$ cat src/rtl/local_inject_ni_if.sv
// Core-side handshake and router-side injection signals of the local NI.
// The slave modport is the NI itself; the master side is the core/router pair.
interface local_inject_ni_if #(
    parameter int FLIT_W     = 16,
    parameter int ADDR_W     = 4,
    parameter int FIFO_DEPTH = 4,
    parameter int CREDITS    = 4
);
    logic                                 core_valid_i;
    logic                                 core_ready_o;
    logic [ADDR_W-1:0]                    core_dest_i;
    logic [FLIT_W-ADDR_W-1:0]             core_data_i;
    logic [FLIT_W-1:0]                    local_o;
    logic                                 local_valid_o;
    logic                                 credit_i;
    logic [$clog2(CREDITS+1)-1:0]         credits_o;
    logic [$clog2(FIFO_DEPTH+1)-1:0]      fifo_count_o;
    logic [1:0]                           state_o;
    logic                                 credit_err_o;

    modport slave (
        input  core_valid_i, core_dest_i, core_data_i, credit_i,
        output core_ready_o, local_o, local_valid_o, credits_o,
               fifo_count_o, state_o, credit_err_o
    );

    modport master (
        output core_valid_i, core_dest_i, core_data_i, credit_i,
        input  core_ready_o, local_o, local_valid_o, credits_o,
               fifo_count_o, state_o, credit_err_o
    );
endinterface

$ cat src/rtl/local_inject_ni.sv
// Local injection NI: packs {dest, data} into flits, queues them in a small FIFO
// and injects into the router's local input port under credit flow control.
module local_inject_ni #(
    parameter int FLIT_W     = 16,
    parameter int ADDR_W     = 4,
    parameter int FIFO_DEPTH = 4,
    parameter int CREDITS    = 4
) (
    input logic              clk,
    input logic              rst,
    local_inject_ni_if.slave bus
);
    localparam int PW = $clog2(FIFO_DEPTH);
    localparam int NW = $clog2(FIFO_DEPTH+1);
    localparam int CW = $clog2(CREDITS+1);
    localparam logic [NW-1:0] DEPTH_N = NW'(FIFO_DEPTH);
    localparam logic [CW-1:0] CRED_N  = CW'(CREDITS);

    typedef enum logic [1:0] {
        IDLE        = 2'd0,
        SEND        = 2'd1,
        WAIT_CREDIT = 2'd2
    } state_e;

    logic [FLIT_W-1:0] mem_q [FIFO_DEPTH];
    logic [PW-1:0]     rd_ptr_q, wr_ptr_q;
    logic [NW-1:0]     cnt_q, cnt_d;
    logic [CW-1:0]     cred_q, cred_d;
    logic [FLIT_W-1:0] out_q;
    logic              vld_q;
    logic              err_q, err_d;
    state_e            state_q, state_d;
    logic              ready, push, send;

    // Sendability looks only at registered count, so a word pushed this
    // cycle into an empty FIFO waits one cycle before it can leave.
    always_comb begin
        ready = (cnt_q < DEPTH_N);
        push  = bus.core_valid_i && ready;
        send  = (cnt_q != '0) && (cred_q != '0);

        cnt_d = cnt_q;
        if (push && !send)      cnt_d = cnt_q + 1'b1;
        else if (!push && send) cnt_d = cnt_q - 1'b1;

        cred_d = cred_q;
        err_d  = err_q;
        if (send && !bus.credit_i) begin
            cred_d = cred_q - 1'b1;
        end else if (!send && bus.credit_i) begin
            if (cred_q == CRED_N) err_d  = 1'b1;
            else                  cred_d = cred_q + 1'b1;
        end

        if (cnt_d == '0)       state_d = IDLE;
        else if (cred_d != '0) state_d = SEND;
        else                   state_d = WAIT_CREDIT;
    end

    always_ff @(posedge clk) begin
        if (push) mem_q[wr_ptr_q] <= {bus.core_dest_i, bus.core_data_i};
    end

    always_ff @(posedge clk or posedge rst) begin
        if (rst) begin
            rd_ptr_q <= '0;
            wr_ptr_q <= '0;
            cnt_q    <= '0;
            cred_q   <= CRED_N;
            out_q    <= '0;
            vld_q    <= 1'b0;
            err_q    <= 1'b0;
            state_q  <= IDLE;
        end else begin
            if (push) wr_ptr_q <= wr_ptr_q + 1'b1;
            if (send) begin
                out_q    <= mem_q[rd_ptr_q];
                rd_ptr_q <= rd_ptr_q + 1'b1;
            end
            vld_q   <= send;
            cnt_q   <= cnt_d;
            cred_q  <= cred_d;
            err_q   <= err_d;
            state_q <= state_d;
        end
    end

    assign bus.core_ready_o  = ready;
    assign bus.local_o       = out_q;
    assign bus.local_valid_o = vld_q;
    assign bus.credits_o     = cred_q;
    assign bus.fifo_count_o  = cnt_q;
    assign bus.state_o       = state_q;
    assign bus.credit_err_o  = err_q;
endmodule
$ cat src/flat_wrapper.sv
// flat-port wrapper written by rule: the top's interface ports become plain ports
module local_inject_ni_flat 
#(
    parameter int FLIT_W     = 16,
    parameter int ADDR_W     = 4,
    parameter int FIFO_DEPTH = 4,
    parameter int CREDITS    = 4
)
  (clk, rst, bus_core_valid_i, bus_core_dest_i, bus_core_data_i, bus_credit_i, bus_core_ready_o, bus_local_o, bus_local_valid_o, bus_credits_o, bus_fifo_count_o, bus_state_o, bus_credit_err_o);
  local_inject_ni_if #(.FLIT_W(FLIT_W), .ADDR_W(ADDR_W), .FIFO_DEPTH(FIFO_DEPTH), .CREDITS(CREDITS)) bus_i ();
  input logic clk;
  input logic rst;
  input wire logic [$bits(bus_i.core_valid_i)-1:0] bus_core_valid_i;
  input wire logic [$bits(bus_i.core_dest_i)-1:0] bus_core_dest_i;
  input wire logic [$bits(bus_i.core_data_i)-1:0] bus_core_data_i;
  input wire logic [$bits(bus_i.credit_i)-1:0] bus_credit_i;
  output wire logic [$bits(bus_i.core_ready_o)-1:0] bus_core_ready_o;
  output wire logic [$bits(bus_i.local_o)-1:0] bus_local_o;
  output wire logic [$bits(bus_i.local_valid_o)-1:0] bus_local_valid_o;
  output wire logic [$bits(bus_i.credits_o)-1:0] bus_credits_o;
  output wire logic [$bits(bus_i.fifo_count_o)-1:0] bus_fifo_count_o;
  output wire logic [$bits(bus_i.state_o)-1:0] bus_state_o;
  output wire logic [$bits(bus_i.credit_err_o)-1:0] bus_credit_err_o;
  assign bus_i.core_valid_i = bus_core_valid_i;
  assign bus_i.core_dest_i = bus_core_dest_i;
  assign bus_i.core_data_i = bus_core_data_i;
  assign bus_i.credit_i = bus_credit_i;
  assign bus_core_ready_o = bus_i.core_ready_o;
  assign bus_local_o = bus_i.local_o;
  assign bus_local_valid_o = bus_i.local_valid_o;
  assign bus_credits_o = bus_i.credits_o;
  assign bus_fifo_count_o = bus_i.fifo_count_o;
  assign bus_state_o = bus_i.state_o;
  assign bus_credit_err_o = bus_i.credit_err_o;
  local_inject_ni #(.FLIT_W(FLIT_W), .ADDR_W(ADDR_W), .FIFO_DEPTH(FIFO_DEPTH), .CREDITS(CREDITS)) u_core (.clk(clk), .rst(rst), .bus(bus_i));
endmodule
$ cat config.mk
export PLATFORM = sky130hd
export DESIGN_NAME = local_inject_ni_flat
export DESIGN_NICKNAME = d
export VERILOG_FILES = /design/src/rtl/local_inject_ni_if.sv /design/src/rtl/local_inject_ni.sv /design/src/flat_wrapper.sv
export SDC_FILE = /design/constraint.sdc
export NUM_CORES = 1
export LEC_CHECK = 0
export ABC_AREA = 1
export CAP_MARGIN = 40
export CORE_MARGIN = 4
export CORE_UTILIZATION = 50
export CTS_CLUSTER_SIZE = 10
export DETAILED_ROUTE_END_ITERATION = 10
export PLACE_DENSITY = 0.76
export SLEW_MARGIN = 20
export SYNTH_ARGS = -nofsm -noshare
export SYNTH_HDL_FRONTEND = slang
export SYNTH_SLANG_ARGS = --single-unit
export TNS_END_PERCENT = 50
$ cat constraint.sdc
create_clock -name clk -period 1.6 [get_ports clk]
set_input_delay 0.4 -clock clk [delete_from_list [all_inputs] [get_ports clk]]
set_output_delay 0.4 -clock clk [all_outputs]
set_load 0.03 [all_outputs]
; Word level (Yosys, flattened, before mapping)
; Memories as Yosys holds them, arrays and structs flattened. A register that Yosys moved wholly into a read port is not among the register bits.
; Cells that the tools add are included.
[totals]
ff_bits = 14
latch_bits = 0
mem_bits_rw = 64
mem_bits_ro = 0
output_inout_bits = 27
wordCells = 40
memories = 1
[mem_list]
columns = memory, depth, word_bits, rd, rd_clocked_by_memory_dff, write_ports, line
row1 = u_core.mem_q, 4, 16, 1, 1, 1, local_inject_ni.sv:25  ; logic [FLIT_W-1:0] mem_q [FIFO_DEPTH];
[op_classes]
add_sub_neg = 6
n_mul = 0
div = 0
magnitude_cmp = 1
eq_ne = 1
n_shift = 0
muxes = 9
bitwise = 1
n_reduce_logical = 14
[op_table]
columns = op, n
row1 = two-way mux 3 bit, 5
row2 = nonzero test 3 bit, 3
row3 = adder 3 x 1 -> 3 bit (second input constant), 2
row4 = logical AND 1 bit, 6
row5 = subtractor 3 x 1 -> 3 bit (second input constant), 2
row6 = adder 2 x 1 -> 2 bit (second input constant), 2
row7 = two-way mux 2 bit, 2
row8 = equality test 3 bit (second input constant), 1
row9 = logical NOT 1 bit, 3
row10 = logical NOT 3 bit, 1
row11 = less-than comparator 3 bit (second input constant), 1
row12 = AND reduction 3 bit, 1
row13 = two-way mux 1 bit, 2
row14 = NOT 1 bit, 1

; Depth between registers and ports, before layout
[logic_depth]
depth_word = 9
depth_mapped = 12
depth_no_buf = 12

; Worst setup path after synthesis
; No wires, ideal clock.
[synth_path]
path_kind = reg-to-reg
start = register u_core.cnt_q[2], in the netlist u_core.bus.fifo_count_o[2]
end = memory u_core.mem_q[0][0] (enable)
setup_ns = 0.389
t_arrival_ns = 1.583
t_required_ns = 1.211
setup_slack_ns = -0.372
stages_incl_launch_ff = 4
period_less_slack_ns = 1.972
path_cell_list = dfrtp_1 > inv_2 > nand2_4 > nor2_1
[synth_via]
elab_chain_cells = 4
[synth_rtl]
columns = item, line
row1 = "start, declared", local_inject_ni.sv:27  ; logic [NW-1:0] cnt_q, cnt_d;
row2 = "start signal, assigned", local_inject_ni.sv:81  ; cnt_q <= cnt_d;
row3 = less-than comparator 3 bit, local_inject_ni.sv:38  ; ready = (cnt_q < DEPTH_N);
row4 = named net bus_core_ready_o, flat_wrapper.sv:17  ; output wire logic [$bits(bus_i.core_ready_o)-1:0] bus_core_ready_o;
row5 = logical AND 1 bit, local_inject_ni.sv:39  ; push = bus.core_valid_i && ready;
row6 = two-way mux 1 bit, local_inject_ni.sv:61  ; if (push) mem_q[wr_ptr_q] <= {bus.core_dest_i, bus.core_data_i};
row7 = two-way mux 1 bit (not written as such), local_inject_ni.sv:61
row8 = "end, declared", local_inject_ni.sv:25
; The timed path passes the listed nets, and every way through them passes these cells.

; Final worst setup path
[layout_path]
start = register u_core.cnt_q[0], in the netlist u_core.bus.fifo_count_o[0]
end = register u_core.state_q[0], in the netlist u_core.bus.state_o[0]
[layout_via]
elab_chain_cells = 9
[layout_rtl]
columns = item, line
row1 = branches (longest 8 deep; another with less-than comparator 3 bit), -
row2 = two-way mux 2 bit *, local_inject_ni.sv:55  ; if (cnt_d == '0) state_d = IDLE;
row3 = named net u_core.state_d[0], local_inject_ni.sv:32  ; state_e state_q, state_d;
row4 = "end signal, assigned", local_inject_ni.sv:84  ; state_q <= state_d;
row5 = "end, declared", local_inject_ni.sv:32
; Mark *: on every way through the listed nets, which the timed path passes.
; A chain may end at the register's enable or synchronous reset.

==> impl_results.md <==
- Status: finished clean
- Syn. warnings: 0
- Die height: 96.1 µm
- CTS Buf Count: 9
- VDD IR max: 0.840 mV
- Worst slew pin tran: 0.575 ns
- Pwr dens: 2010 nW/µm²
- Yosys reg bits: 94
- Vias in the first global route: 2473
- Placed Area: 4640 µm²
- Total Wirelength: 7.34 mm
- Per-cell routed wire length: 14.3 µm
- Area Overhead vs Synth: 24.7%
- Tmin final: 1.59 ns
- GPL Wtd Cong: 0.813
- GR Overflow Total: 0
- Final instance area: 4840 µm²
- CTS H-tree lvls: 3
- Post-DP HPWL: 4.85 mm
- Maximum Capacitance Violations: 0
- Endpoints failing hold: 0
- Worst r2r src: u_core.bus.fifo_count_o[0]
- F_max: 631 MHz
- GRT Overall Usage: 0.172
- Minimum hold slack: 0.378 ns
- Post-route antenna net violation count: 0
- Antenna diodes: 0
- Startpoint types: flip-flop
- Post-Synth XOR/XNOR Area: 0.00677
- Global-route wire length before repair: 11.9 mm
- Adder-cell area share of the yosys netlist: 0.0323
- Worst-case reg-to-reg path depth: 11
- Worst-path clk slew: 0.09 ns
- Remaining DRCs: 0
- Static leakage: 1.97 nW
- Distinct cells, synth: 26
- Final Net Count: 439
- TritonCTS clock tree: built
- Worst Hold Class: input port to async pin
- Rel. slew slack: 0.616
- Die ar.: 9230 µm²
- Synth top area share: 0.495
- Post-Synthesis Cell Area: 3880 µm²
- Compound-Gate Fraction of Synth Area: 0.0771
- Initial core utilization: 0.524
- Syn Inst Count: 336
- Clock sink total: 94
- Crit. End Element: flip-flop
- Ratio of final minimum period to clock period: 0.991
- R2r endpoint: u_core.bus.state_o[0]
- Via Count: 2590
- CTS root buf: clkbuf_8
- Crit path max fanout: 8
- Chip width: 96.1 µm
- Worst Path Arrival: 1.84 ns
- Placed insts: 495
- IO Port Bufs: 46
- Worst endpoint required time: 1.86 ns
- Pre-antenna DRT Iters: 4
- Syn_nets: 366
- Simple-gate share of the synthesized area: 0.153
- Post-synthesis mux area share: 0
- Largest net degree at the start of global routing: 35
- Top cell type by total area after synthesis: edfxtp_1
- Vias per inst: 5.05
- WS Path Type: flip-flop to flip-flop
- Initial antenna violation count: 0
- RSZ-0062 raised after global routing: true
- Layout Cells excl Fill: 513
- DR iter-0 viols: 113
- Final setup fails: 0
- Core ar.: 7410 µm²
- Layout cells sized above 1: 0.188
- Slew Limit Fails: 0
- Largest family of logic cells by synthesized area: simple AND/OR/NAND/NOR gates
- Clk Latency, worst-skew pair: 0.36 ns
- Clk_skew: 0.0119 ns
- Post-synthesis sequential area ratio: 0.689
- Clk buf depth: 2
- Avg Cell Area, Syn: 11.5 µm²
- Reg2reg setup slack: 0.01 ns
- Num rows: 31
- Setup_tns: 0 ns
- Most area-consuming cells after synthesis: edfxtp_1 50%, dfrtp_1 19%, nor2_1 8.9%
- Top Ports: 47
-- flip-flops by register name (all words and copies together) (netlist names) --
register                  count
u_core.mem_q                 64
u_core.bus.local_o           16
u_core.bus.credits_o          3
u_core.bus.fifo_count_o       3
u_core.bus.state_o            2
u_core.rd_ptr_q               2
u_core.wr_ptr_q               2
u_core.bus.credit_err_o       1
u_core.bus.local_valid_o      1
-- routing by layer --
layer | GRT usage | wire [µm] | vias up
met5 | 0 | 0 | -
met4 | 0.0770 | 138 | 0
met1 | 0.217 | 3100 | 1225
met3 | 0.0195 | 321 | 11
li1 | - | - | 1283
met2 | 0.297 | 3770 | 71
-- synthesized netlist by cell type, drive strengths merged --
cell type / count
dfstp: 1
a21oi: 2
nand4: 1
o21bai: 1
nand3: 10
nand2: 31
edfxtp: 64
buf: 9
xnor2: 1
dfrtp: 29
a31oi: 16
o21ai: 33
o211ai: 1
xor2: 2
inv: 26
nor2: 95
clkbuf: 4
ha: 10
-- worst max-delay path, stage by stage, from the launching register on --
cell	delay, ns
dfrtp_1	0.42
inv_1	0.12
ha_2	0.22
nand2_4	0.09
nand2_8	0.11
nand3_2	0.09
nand2_1	0.07
nand2_1	0.08
nand2_1	0.08
nand2_1	0.05
nor2_1	0.10
nor2_1	0.05
-- timing repair --
action	4_1_cts	5_1_grt
buffers inserted	0	2
setup endpoints to repair	26	7
gates resized for setup	27	13
pin swaps	0	0
hold buffers	0	0
-- kinds of logic after synthesis --
group                      count (synthesis)
AOI/OAI and AO/OA                         53
and+or+nand+nor                          137
buffers and inverters                     39
xor gates and xnor gates                   3
DFF                                       94
adders and majority gates                 10
-- metrics by stage --
stage | power, mW | setup slack [ns] | util
after global routing | 10.5 | -0.124 | 0.653
final | 9.75 | 0.0147 | 0.653
after floorplan | 6.73 | -0.125 | -
after global placement | 8.34 | -0.0922 | 0.627
after CTS | 9.67 | 0.00280 | 0.648
after detailed placement | 8.47 | -0.143 | 0.627
-- layout make-up --
class	count	area [µm²]
clock buffer	10	128
clock inverter	6	46.3
fill	543	2570
inverter	26	97.6
multi-input combinational	203	1090
sequential	94	2670
tap	99	124
timing repair buffer	75	681
-- layout by cell type (no fill, tap or decap), types with 4 or more instances in the layout --
| cell type | netlist | routed |
|---|---|---|
| nand3_2 | 2 | 4 |
| inv_2 | 5 | 7 |
| clkdlybuf4s15_1 | 0 | 4 |
| inv_1 | 21 | 19 |
| nor2_1 | 92 | 88 |
| nand2_4 | 5 | 4 |
| clkbuf_8 | 0 | 9 |
| nor2_2 | 3 | 7 |
| ha_1 | 10 | 8 |
| dfrtp_1 | 29 | 29 |
| dlygate4sd2_1 | 0 | 20 |
| buf_4 | 2 | 28 |
| nand2_2 | 3 | 4 |
| nand3_1 | 8 | 6 |
| o21ai_0 | 31 | 31 |
| a31oi_1 | 16 | 16 |
| nand2_1 | 23 | 22 |
| clkdlybuf4s50_1 | 0 | 19 |
| edfxtp_1 | 64 | 64 |
-- power breakdown --
| group | internal, mW | total, mW | switching, mW |
|---|---|---|---|
| combinational | 1.78 | 4.74 | 2.96 |
| clock | 0.574 | 1.41 | 0.832 |
| sequential | 3.31 | 3.60 | 0.297 |
| total | 5.66 | 9.75 | 4.08 |
-- worst max-delay path by stage --
stage | startpoint | endpoint | slack [ns] | cells after the start
after floorplan | u_core.bus.fifo_count_o[2] | u_core.mem_q[0][0] | -0.12 | 3
after global placement | bus_core_valid_i | u_core.bus.state_o[0] | -0.09 | 10
after detailed placement | bus_core_valid_i | u_core.bus.state_o[0] | -0.14 | 10
after CTS | u_core.bus.fifo_count_o[2] | bus_fifo_count_o[2] | 0.003 | 1
after global routing | u_core.bus.fifo_count_o[0] | u_core.bus.state_o[0] | -0.12 | 11
final | u_core.bus.fifo_count_o[0] | u_core.bus.state_o[0] | 0.01 | 11
No activity file was read; power rests on OpenSTA's default activity.
